<file path="src/rtl/clock_divider_multi_pkg.sv">
// clkdiv_pkg: shared constants and types for the multi-channel clock divider.
package clkdiv_pkg;
  localparam int MIN_DIV = 2;
  localparam int DEFAULT_DIV_P = 20;
  localparam int DEF_CNT_W = 16;
  typedef logic [DEF_CNT_W-1:0] div_t;
  typedef enum logic {CH_IDLE, CH_RUN} ch_state_e;
endpackage

</file>
<file path="src/rtl/clock_divider_multi_if.sv">
// clock_divider_multi_if: control and output bundle of the multi-channel clock divider.
interface clock_divider_multi_if #(
  parameter int NUM_CH = 4,
  parameter int CNT_W = 16
);
  logic [NUM_CH*CNT_W-1:0] div_val;
  logic [NUM_CH-1:0] div_load;
  logic [NUM_CH-1:0] ch_en;
  logic sync_restart;
  logic [NUM_CH-1:0] clk_out;
  logic [NUM_CH-1:0] tick;
  logic [NUM_CH-1:0] load_pend;
  modport master (
    output div_val, div_load, ch_en, sync_restart,
    input clk_out, tick, load_pend
  );
  modport slave (
    input div_val, div_load, ch_en, sync_restart,
    output clk_out, tick, load_pend
  );
endinterface

</file>
<file path="src/rtl/clock_divider_multi_channel.sv">
// clk_div_channel: one divider channel with shadowed divisor, run/idle FSM and registered outputs.
module clk_div_channel
  import clkdiv_pkg::*;
#(
  parameter int CNT_W = 16,
  parameter int DEFAULT_DIV = DEFAULT_DIV_P
) (
  input  logic             clk_in,
  input  logic             rst_n,
  input  logic [CNT_W-1:0] div_val,
  input  logic             div_load,
  input  logic             ch_en,
  input  logic             sync_restart,
  output logic             clk_out,
  output logic             tick,
  output logic             load_pend
);
  localparam logic [CNT_W-1:0] DEF = CNT_W'(DEFAULT_DIV);
  localparam logic [CNT_W-1:0] MIN = CNT_W'(MIN_DIV);
  ch_state_e state, state_n;
  logic [CNT_W-1:0] cnt, cnt_n, active, active_n, shadow, shadow_n;
  logic pend_n, clk_n, tick_n, run, wrap, start;
  always_comb begin
    run = state == CH_RUN;
    wrap = run && cnt == active - CNT_W'(1);
    start = ch_en && (!run || sync_restart);
    state_n = ch_en ? CH_RUN : CH_IDLE;
    shadow_n = div_load ? (div_val < MIN ? MIN : div_val) : shadow;
    active_n = active;
    pend_n = load_pend;
    // a load coinciding with a period boundary takes effect at that boundary
    if (start || wrap) begin
      active_n = shadow_n;
      pend_n = 1'b0;
    end else if (div_load) begin
      pend_n = 1'b1;
    end else if (!run && load_pend) begin
      active_n = shadow;
      pend_n = 1'b0;
    end
    cnt_n = (!ch_en || start || wrap) ? '0 : cnt + CNT_W'(1);
    clk_n = ch_en && cnt_n < (active_n >> 1);
    tick_n = ch_en && cnt_n == '0;
  end
  always_ff @(posedge clk_in or negedge rst_n) begin
    if (!rst_n) begin
      state <= CH_IDLE;
      cnt <= '0;
      active <= DEF;
      shadow <= DEF;
      load_pend <= 1'b0;
      clk_out <= 1'b0;
      tick <= 1'b0;
    end else begin
      state <= state_n;
      cnt <= cnt_n;
      active <= active_n;
      shadow <= shadow_n;
      load_pend <= pend_n;
      clk_out <= clk_n;
      tick <= tick_n;
    end
  end
endmodule

</file>
<file path="src/rtl/clock_divider_multi.sv">
// clock_divider_multi: NUM_CH independent runtime-programmable clock dividers with tick strobes.
module clock_divider_multi
  import clkdiv_pkg::*;
#(
  parameter int NUM_CH = 4,
  parameter int CNT_W = 16,
  parameter int DEFAULT_DIV = DEFAULT_DIV_P
) (
  input logic clk_in,
  input logic rst_n,
  clock_divider_multi_if.slave bus
);
  logic [NUM_CH-1:0] clk_o, tick_o, pend_o;
  for (genvar i = 0; i < NUM_CH; i++) begin : g_ch
    clk_div_channel #(
      .CNT_W(CNT_W),
      .DEFAULT_DIV(DEFAULT_DIV)
    ) u_ch (
      .clk_in(clk_in),
      .rst_n(rst_n),
      .div_val(bus.div_val[i*CNT_W +: CNT_W]),
      .div_load(bus.div_load[i]),
      .ch_en(bus.ch_en[i]),
      .sync_restart(bus.sync_restart),
      .clk_out(clk_o[i]),
      .tick(tick_o[i]),
      .load_pend(pend_o[i])
    );
  end
  assign bus.clk_out = clk_o;
  assign bus.tick = tick_o;
  assign bus.load_pend = pend_o;
endmodule
</file>
<file path="src/flat_wrapper.sv">
// flat-port wrapper written by rule: the top's interface ports become plain ports
module clock_divider_multi_flat import clkdiv_pkg::*;
#(
  parameter int NUM_CH = 4,
  parameter int CNT_W = 16,
  parameter int DEFAULT_DIV = DEFAULT_DIV_P
)
  (clk_in, rst_n, bus_div_val, bus_div_load, bus_ch_en, bus_sync_restart, bus_clk_out, bus_tick, bus_load_pend);
  clock_divider_multi_if #(.NUM_CH(NUM_CH), .CNT_W(CNT_W)) bus_i ();
  input logic clk_in;
  input logic rst_n;
  input wire logic [$bits(bus_i.div_val)-1:0] bus_div_val;
  input wire logic [$bits(bus_i.div_load)-1:0] bus_div_load;
  input wire logic [$bits(bus_i.ch_en)-1:0] bus_ch_en;
  input wire logic [$bits(bus_i.sync_restart)-1:0] bus_sync_restart;
  output wire logic [$bits(bus_i.clk_out)-1:0] bus_clk_out;
  output wire logic [$bits(bus_i.tick)-1:0] bus_tick;
  output wire logic [$bits(bus_i.load_pend)-1:0] bus_load_pend;
  assign bus_i.div_val = bus_div_val;
  assign bus_i.div_load = bus_div_load;
  assign bus_i.ch_en = bus_ch_en;
  assign bus_i.sync_restart = bus_sync_restart;
  assign bus_clk_out = bus_i.clk_out;
  assign bus_tick = bus_i.tick;
  assign bus_load_pend = bus_i.load_pend;
  clock_divider_multi #(.NUM_CH(NUM_CH), .CNT_W(CNT_W), .DEFAULT_DIV(DEFAULT_DIV)) u_core (.clk_in(clk_in), .rst_n(rst_n), .bus(bus_i));
endmodule
</file>
<file path="config.mk">
export PLATFORM = sky130hd
export DESIGN_NAME = clock_divider_multi_flat
export DESIGN_NICKNAME = d
export VERILOG_FILES = /design/src/rtl/clock_divider_multi_pkg.sv /design/src/rtl/clock_divider_multi_if.sv /design/src/rtl/clock_divider_multi_channel.sv /design/src/rtl/clock_divider_multi.sv /design/src/flat_wrapper.sv
export SDC_FILE = /design/constraint.sdc
export NUM_CORES = 1
export LEC_CHECK = 0
export BUFFER_PORTS_ARGS = -buffer_cell sky130_fd_sc_hd__buf_2
export CORE_AREA = 2 2 158 160
export DETAILED_ROUTE_END_ITERATION = 8
export DIE_AREA = 0 0 160 162
export PLACE_DENSITY = 0.85
export SETUP_SLACK_MARGIN = 0.4
export SKIP_LAST_GASP = 1
export SLEW_MARGIN = 30
export SYNTH_ARGS = -nofsm -noshare
export SYNTH_HDL_FRONTEND = slang
export SYNTH_SLANG_ARGS = --single-unit
</file>
<file path="constraint.sdc">
create_clock -name clk_in -period 4.6 [get_ports clk_in]
set_input_delay 0 -clock clk_in [delete_from_list [all_inputs] [get_ports clk_in]]
set_output_delay 0 -clock clk_in [all_outputs]
set_load 0.01 [all_outputs]
</file>
=== Word level (Yosys, flattened, before mapping) ===
Cells that the tools add are included.

* Output and inout port bits: 12
* Memories: 0
* Bits in latches: 0
* Register bits: 208
* Logic and storage cells: 156
* ROM bits: 0
* Input bits: 75
* Memory bits (writable): 0

* Add/sub/neg operators: 8
* Divide/modulo/power cells: 0
* Order comparisons: 8
* Reduce and logical (&&, ||, !) cells: 60
* Muxes and demuxes: 40
* Equality and inequality tests: 8
* Multipliers: 0
* Bitwise logic cells: 0
* Shifts and indexed selects: 0

{| class="wikitable"
|+ Operators by type and width
! operator !! count
|-
| 16-bit 2-to-1 mux || 24
|-
| 16-bit by 1-bit adder with 16-bit output (second input constant) || 4
|-
| 16-bit == test || 4
|-
| 16-bit logical NOT || 4
|-
| 16-bit by 15-bit less-than comparator with 1-bit output || 4
|-
| 16-bit by 2-bit less-than comparator with 1-bit output (second input constant) || 4
|-
| 16-bit by 1-bit subtractor with 16-bit output (second input constant) || 4
|-
| 1-bit logical AND || 20
|-
| 1-bit logical OR || 16
|-
| 1-bit 2-to-1 mux || 16
|-
| 3-bit nonzero test || 4
|-
| 1-bit logical NOT || 8
|-
| 2-bit by 1-bit != test with 1-bit output (second input constant) || 4
|-
| 2-bit AND reduction || 4
|-
| 2-bit nonzero test || 4
|}

=== Logic depth before layout (Yosys ltp) ===
* Depth in word-level cells: 8
* Depth in mapped cells: 22
* Mapped depth without buffers: 20

=== Modules after synthesis ===
Synthesis repeated with hierarchy kept, for this count alone.

* Cell total of the unflattened synthesis: 1492
* Area, all modules: 14223.6 µm²

{| class="wikitable"
|+ Modules (own cells, without submodules)
! module !! times used !! area each (µm²) !! cells an instance !! sequential area each (µm²)
|-
| clk_div_channel || 4 || 3555.9 || 373 || 1306.3
|}

=== Least setup slack after synthesis ===
No wires, ideal clock.

* Path type: register -> register
* From: reg u_core.g_ch[3].u_ch.active[0]
* To: reg u_core.g_ch[3].u_ch.clk_out
* Path slack: 233 ps
* Path buffers: 2
* Stages on the path, launching flop included: 23
* Data arrival time: 4267 ps
* Clock period less this slack: 4367 ps
* Data required time: 4501 ps
* Library setup time: 99 ps
* Path through: dfrtp_1 inv_1 ha_1 nor3b_1 nor3b_1 mux2i_1 mux2i_1 o221ai_2 nor3_1 or4b_2 buf_2 buf_2 nor2_1 ha_1 a21oi_1 nor2b_1 o21ai_0 nand2b_1 a21oi_1 nor2b_1 o21ai_0 nand3b_1 a311oi_1

* Longest elaborated chain between the ends: 7
* Elaborated cells between the ends (all ways): 9
* Classes of those cells: add/sub (1); order compare (1); eq/ne (1); mux (2); reduce/logical (4)

{| class="wikitable"
|+ RTL lines
! item !! line !! text
|-
| start, declared || clock_divider_multi_channel.sv:21 || <nowiki>logic [CNT_W-1:0] cnt, cnt_n, active, active_n, shadow, shadow_n;</nowiki>
|-
| start signal, assigned || clock_divider_multi_channel.sv:57 || <nowiki>active <= active_n;</nowiki>
|-
| 16-bit by 1-bit subtractor with 16-bit output || clock_divider_multi_channel.sv:25 || <nowiki>wrap = run && cnt == active - CNT_W'(1);</nowiki>
|-
| 16-bit == test || clock_divider_multi_channel.sv:25 ||
|-
| 1-bit logical AND || clock_divider_multi_channel.sv:25 ||
|-
| 1-bit logical OR || clock_divider_multi_channel.sv:41 || <nowiki>cnt_n = (!ch_en || start || wrap) ? '0 : cnt + CNT_W'(1);</nowiki>
|-
| 16-bit 2-to-1 mux || clock_divider_multi_channel.sv:41 ||
|-
| net u_core.g_ch[3].u_ch.cnt_n[9] || clock_divider_multi_channel.sv:21 ||
|-
| 16-bit by 15-bit less-than comparator with 1-bit output || clock_divider_multi_channel.sv:42 || <nowiki>clk_n = ch_en && cnt_n < (active_n >> 1);</nowiki>
|-
| 1-bit logical AND || clock_divider_multi_channel.sv:42 ||
|-
| net u_core.g_ch[3].u_ch.clk_n || clock_divider_multi_channel.sv:22 || <nowiki>logic pend_n, clk_n, tick_n, run, wrap, start;</nowiki>
|-
| end signal, assigned || clock_divider_multi_channel.sv:60 || <nowiki>clk_out <= clk_n;</nowiki>
|-
| end, declared || clock_divider_multi_channel.sv:14 || <nowiki>output logic clk_out,</nowiki>
|}

The timed path passes the listed nets, and every way through them passes these cells.
A chain may end at the register's enable or synchronous reset.

=== Final worst setup path ===
* From: reg u_core.g_ch[1].u_ch.active[7]
* To: reg u_core.g_ch[1].u_ch.clk_out

* Longest elaborated chain between the ends: 7
* Elaborated cells between the ends (all ways): 11
* Classes of those cells: add/sub (1); order compare (1); eq/ne (1); mux (4); reduce/logical (4)

{| class="wikitable"
|+ RTL lines
! item !! line
|-
| start, declared || clock_divider_multi_channel.sv:21
|-
| start signal, assigned || clock_divider_multi_channel.sv:57
|-
| 16-bit by 1-bit subtractor with 16-bit output || clock_divider_multi_channel.sv:25
|-
| 16-bit == test || clock_divider_multi_channel.sv:25
|-
| 1-bit logical AND || clock_divider_multi_channel.sv:25
|-
| 1-bit logical OR, on equally long branches || clock_divider_multi_channel.sv:41, clock_divider_multi_channel.sv:32
|-
| 16-bit 2-to-1 mux, on equally long branches || clock_divider_multi_channel.sv:41, clock_divider_multi_channel.sv:32
|-
| 16-bit by 15-bit less-than comparator with 1-bit output * || clock_divider_multi_channel.sv:42
|-
| 1-bit logical AND * || clock_divider_multi_channel.sv:42
|-
| net u_core.g_ch[1].u_ch.clk_n || clock_divider_multi_channel.sv:22
|-
| end signal, assigned || clock_divider_multi_channel.sv:60
|-
| end, declared || clock_divider_multi_channel.sv:14
|}

Mark *: on every way through the listed nets, which the timed path passes. The rest lies on a longest branch. The select of a mux whose other input is x is not followed.

==> results.sh <==
export IMPL_status="complete, no violations"
export IMPL_rsz0062_at_grt="true"
export IMPL_rows=57
export IMPL_synth_edf_count=0
export IMPL_grt_pass1_vias=11409
export IMPL_synth_async_sr_flop_share_pct=100
export IMPL_setup_violations=0
export IMPL_cts_sinks=208
export IMPL_synth_avg_cell_area_um2=9.45
export IMPL_drcViolationCount=0
export IMPL_final_min_period_over_clock_period_pct=94.6
export IMPL_hold_viol=0
export IMPL_p_sw_w=0.00167
export IMPL_viasPerCell=6.02
export IMPL_critPathLaunchType="flop"
export IMPL_nNetsFinal=1727
export IMPL_switching_share_pct=30.6
export IMPL_period_minus_slack_ps=4350
export IMPL_grt_use_total_pct=26.7
export IMPL_dp_hpwl_mm=23.8
export IMPL_synth_top_flop_cell="dfrtp_1"
export IMPL_layout_drive_gt1_share_pct=22.8
export IMPL_p_seq_share_pct=41.3
export IMPL_worst_path_max_delay_cell="or4_4"
export IMPL_yosys_warnings=0
export IMPL_tightest_slew_ps=958
export IMPL_p_leak_nw=7.56
export IMPL_clk_latency_ps=520
export IMPL_numPortBuffers=86
export IMPL_whs_ps=29.4
export IMPL_grt_pass1_wl_mm=57.1
export IMPL_synth_distinct_cells=73
export IMPL_core_area_um2=24100
export IMPL_syn_to_final_growth_pct=23.8
export IMPL_pwr_share_clk_pct=34.8
export IMPL_crit_arrival_ps=4770
export IMPL_ys_seq_area_share_pct=39.0
export IMPL_gp_congestion=0.925
export IMPL_reg2reg_depth=17
export IMPL_setup_tns_ps=0
export IMPL_pwr_share_comb_pct=23.9
export IMPL_antenna_found_initial=0
export IMPL_min_path_type="in2reg"
export IMPL_syn_area_um2=13400
export IMPL_ios=87
export IMPL_path_cells="or4_4 > or3_4 > xor2_1 > or4_1 > a21oi_1 > nand4_1 > o21ai_2 > buf_6 > mux2_2 > ha_1 > a21o_1 > a21o_1 > a21oi_2 > nor2_1 > nor3_1 > nand2_1 > a211oi_2"
export IMPL_start_util_pct=55.6
export IMPL_slew_viol_final=0
export IMPL_clk_path_buf_depth=3
export IMPL_wl_mm=37.4
export IMPL_r2r_end="u_core.g_ch[1].u_ch.clk_out$_DFF_PN0_"
export IMPL_numCtsBuffers=23
export IMPL_synth_seq_cells=208
export IMPL_min_to="u_core.g_ch[3].u_ch.shadow[3]$_DFF_PN0_"
export IMPL_slowest_delay_ps=550
export IMPL_clk_pin_slew_ps=60
export IMPL_max_clock_freq_ghz=0.230
export IMPL_crit_top_cell="a21o_1"
export IMPL_grt_max_degree=125
export IMPL_cts_root_buf="clkbuf_16"
export IMPL_postSynthCellCount=1419
export IMPL_cts_tree="yes"
export IMPL_powerDensity_nw_per_um2=329
export IMPL_ant_nets=0
export IMPL_hold_depth=3
export IMPL_antenna_cells=0
export IMPL_intPower_w=0.00379
export IMPL_drt_iter0_drc=1138
export IMPL_synth_nets=1558
export IMPL_fill_cells=1710
export IMPL_min_from="bus_div_load[3]"
export IMPL_die_x_um=160
export IMPL_r2r_start="u_core.g_ch[1].u_ch.active[7]$_DFF_PN0_"
export IMPL_cp_required_ps=5020
export IMPL_path_max_fanout=6
export IMPL_die_y_um=162
export IMPL_cts_max_level=1
export IMPL_wire_per_inst_um=19.4
export IMPL_finClkSkew_ps=13.0
export IMPL_first_pass_iters=7
export IMPL_critical_path_class="reg2reg"
export IMPL_grt_overflow_total=0
export IMPL_peakVddDrop_v=0.000338
export IMPL_die_area_um2=25900
export IMPL_r2r_setup_slack_ps=250
export IMPL_vias=11607
export IMPL_max_cap_violations=0
export IMPL_relSlewSlack_pct=35.8
export IMPL_worstSetupEndpointType="flop"
-- registers in the layout, summed over array words and instances (netlist names) --
signal / cells
u_core.g_ch.u_ch.clk_out: 4
u_core.g_ch.u_ch.cnt: 64
u_core.g_ch.u_ch.shadow: 64
u_core.g_ch.u_ch.active: 64
u_core.g_ch.u_ch.run: 4
u_core.g_ch.u_ch.load_pend: 4
u_core.g_ch.u_ch.tick: 4
-- critical path, delay by kind of cell (launching register included) --
family / cells / cell delay [ps]
and+or+nand+nor: 7 / 1790
AOI/OAI and AO/OA: 6 / 1100
DFF: 1 / 390
muxes: 1 / 360
adders and majority gates: 1 / 310
xor gates and xnor gates: 1 / 160
buffers and inverters: 1 / 160
-- cells in the mapped netlist, types with 25 or more instances --
library cell    n  area share, %
inv_1         133            3.7
mux2_2         36            3.0
a21o_1         25            1.4
nor3_1         44            1.6
a21oi_1        40            1.5
nor2_1        123            3.4
o21ai_0        32            1.2
nand2_1        51            1.4
dfrtp_1       192             36
ha_1           64            6.0
nand3_1        51            1.9
clkbuf_1       54            1.5
xor2_1         63            4.1
nor4_1         28            1.3
xnor2_1        71            4.6
mux2i_1       118            8.8
-- per-stage QoR --
stage / utilization [%] / instances / worst slack (ps) / instance area, µm² / total power (W)
floorplan: - / 1419 / 417 / 13400 / 0.00295
global placement: 58.4 / 1765 / 244 / 14100 / 0.00322
detailed placement: 58.4 / 1765 / 25.8 / 14100 / 0.00327
CTS: 65.9 / 1896 / 370 / 15900 / 0.00529
global route: 68.8 / 1928 / 80.8 / 16600 / 0.00570
finish: 68.8 / 1928 / 251 / 16600 / 0.00546
-- how the worst max path moves through the flow --
stage                                                  from                                    end  slack (ps)  cells past startpoint
CTS                 u_core.g_ch[2].u_ch.active[4]$_DFF_PN1_  u_core.g_ch[2].u_ch.clk_out$_DFF_PN0_         370                     14
detailed placement  u_core.g_ch[2].u_ch.active[3]$_DFF_PN0_  u_core.g_ch[2].u_ch.clk_out$_DFF_PN0_          30                     14
finish              u_core.g_ch[1].u_ch.active[7]$_DFF_PN0_  u_core.g_ch[1].u_ch.clk_out$_DFF_PN0_         250                     17
floorplan           u_core.g_ch[2].u_ch.active[3]$_DFF_PN0_  u_core.g_ch[2].u_ch.clk_out$_DFF_PN0_         420                     17
global placement    u_core.g_ch[2].u_ch.active[3]$_DFF_PN0_  u_core.g_ch[2].u_ch.clk_out$_DFF_PN0_         240                     14
global route        u_core.g_ch[1].u_ch.active[7]$_DFF_PN0_  u_core.g_ch[1].u_ch.clk_out$_DFF_PN0_          80                     19
-- timing repair --
item                                   CTS  global route
setup buffers                           17            31
endpoints found under the hold margin  204             0
cloned                                   0             1
resized for setup                       35            92
pin swaps                               10            46
hold buffers                            73             0
setup endpoints to repair                4             4
-- cells by family (layout without fill, tap and decap cells) --
kind of cell / Yosys count / count (layout) / share of synthesized area [%]
adder cells (fa/ha/maj): 64 / 64 / 5.97
XOR/XNOR: 135 / 135 / 8.92
buffers and inverters: 225 / 410 / 6.86
AO/OA/AOI/OAI: 179 / 179 / 9.07
multiplexers: 162 / 162 / 12.7
AND/OR/NAND/NOR: 446 / 446 / 17.5
flip-flops: 208 / 208 / 39.0
-- metal layers --
layer	wire length (µm)	share of wire, %	up-vias	GRT usage (%)
met3	2540	6.8	146	4.01
met1	14700	39	5646	33.8
met5	0	0	-	0
met4	1670	4.4	0	10.1
met2	18600	50	544	46.4
li1	-	-	5271	-
-- final cells by class --
class                      instances  area [µm²]  area share [%]
multi-input combinational        986        7860            47.4
clock buffer                      34         687            4.14
timing repair buffer             229        1790            10.8
clock inverter                     7        93.8           0.565
inverter                         140         526            3.17
sequential                       208        5240            31.5
tap                              324         405            2.44
-- cell usage in the layout (no fill, tap or decap), drive strengths merged, types with 16 or more instances in the layout --
cell and instances:
a21o 25, nand2 52, ha 64, nor3 44
dlygate4sd3 73, nor2 123, xor2 63, mux2i 118
nor2b 16, nor4 29, nand3 51, buf 155
clkbuf 35, o21ai 33, and3 24, xnor2 71
dfrtp 192, nand2b 22, mux2 44, a21oi 40
inv 141, dfstp 16, nand4 22
-- power by group through the flow --
stage          clock [W]  combinational, W  sequential (W)
5_1_grt          0.00202           0.00141         0.00227
3_5_place_dp           0           0.00101         0.00226
3_3_place_gp           0          0.000968         0.00225
6_report         0.00190           0.00130         0.00226
4_1_cts          0.00194           0.00112         0.00223
2_1_floorplan          0          0.000770         0.00217
(Power assumes the default switching activity.)
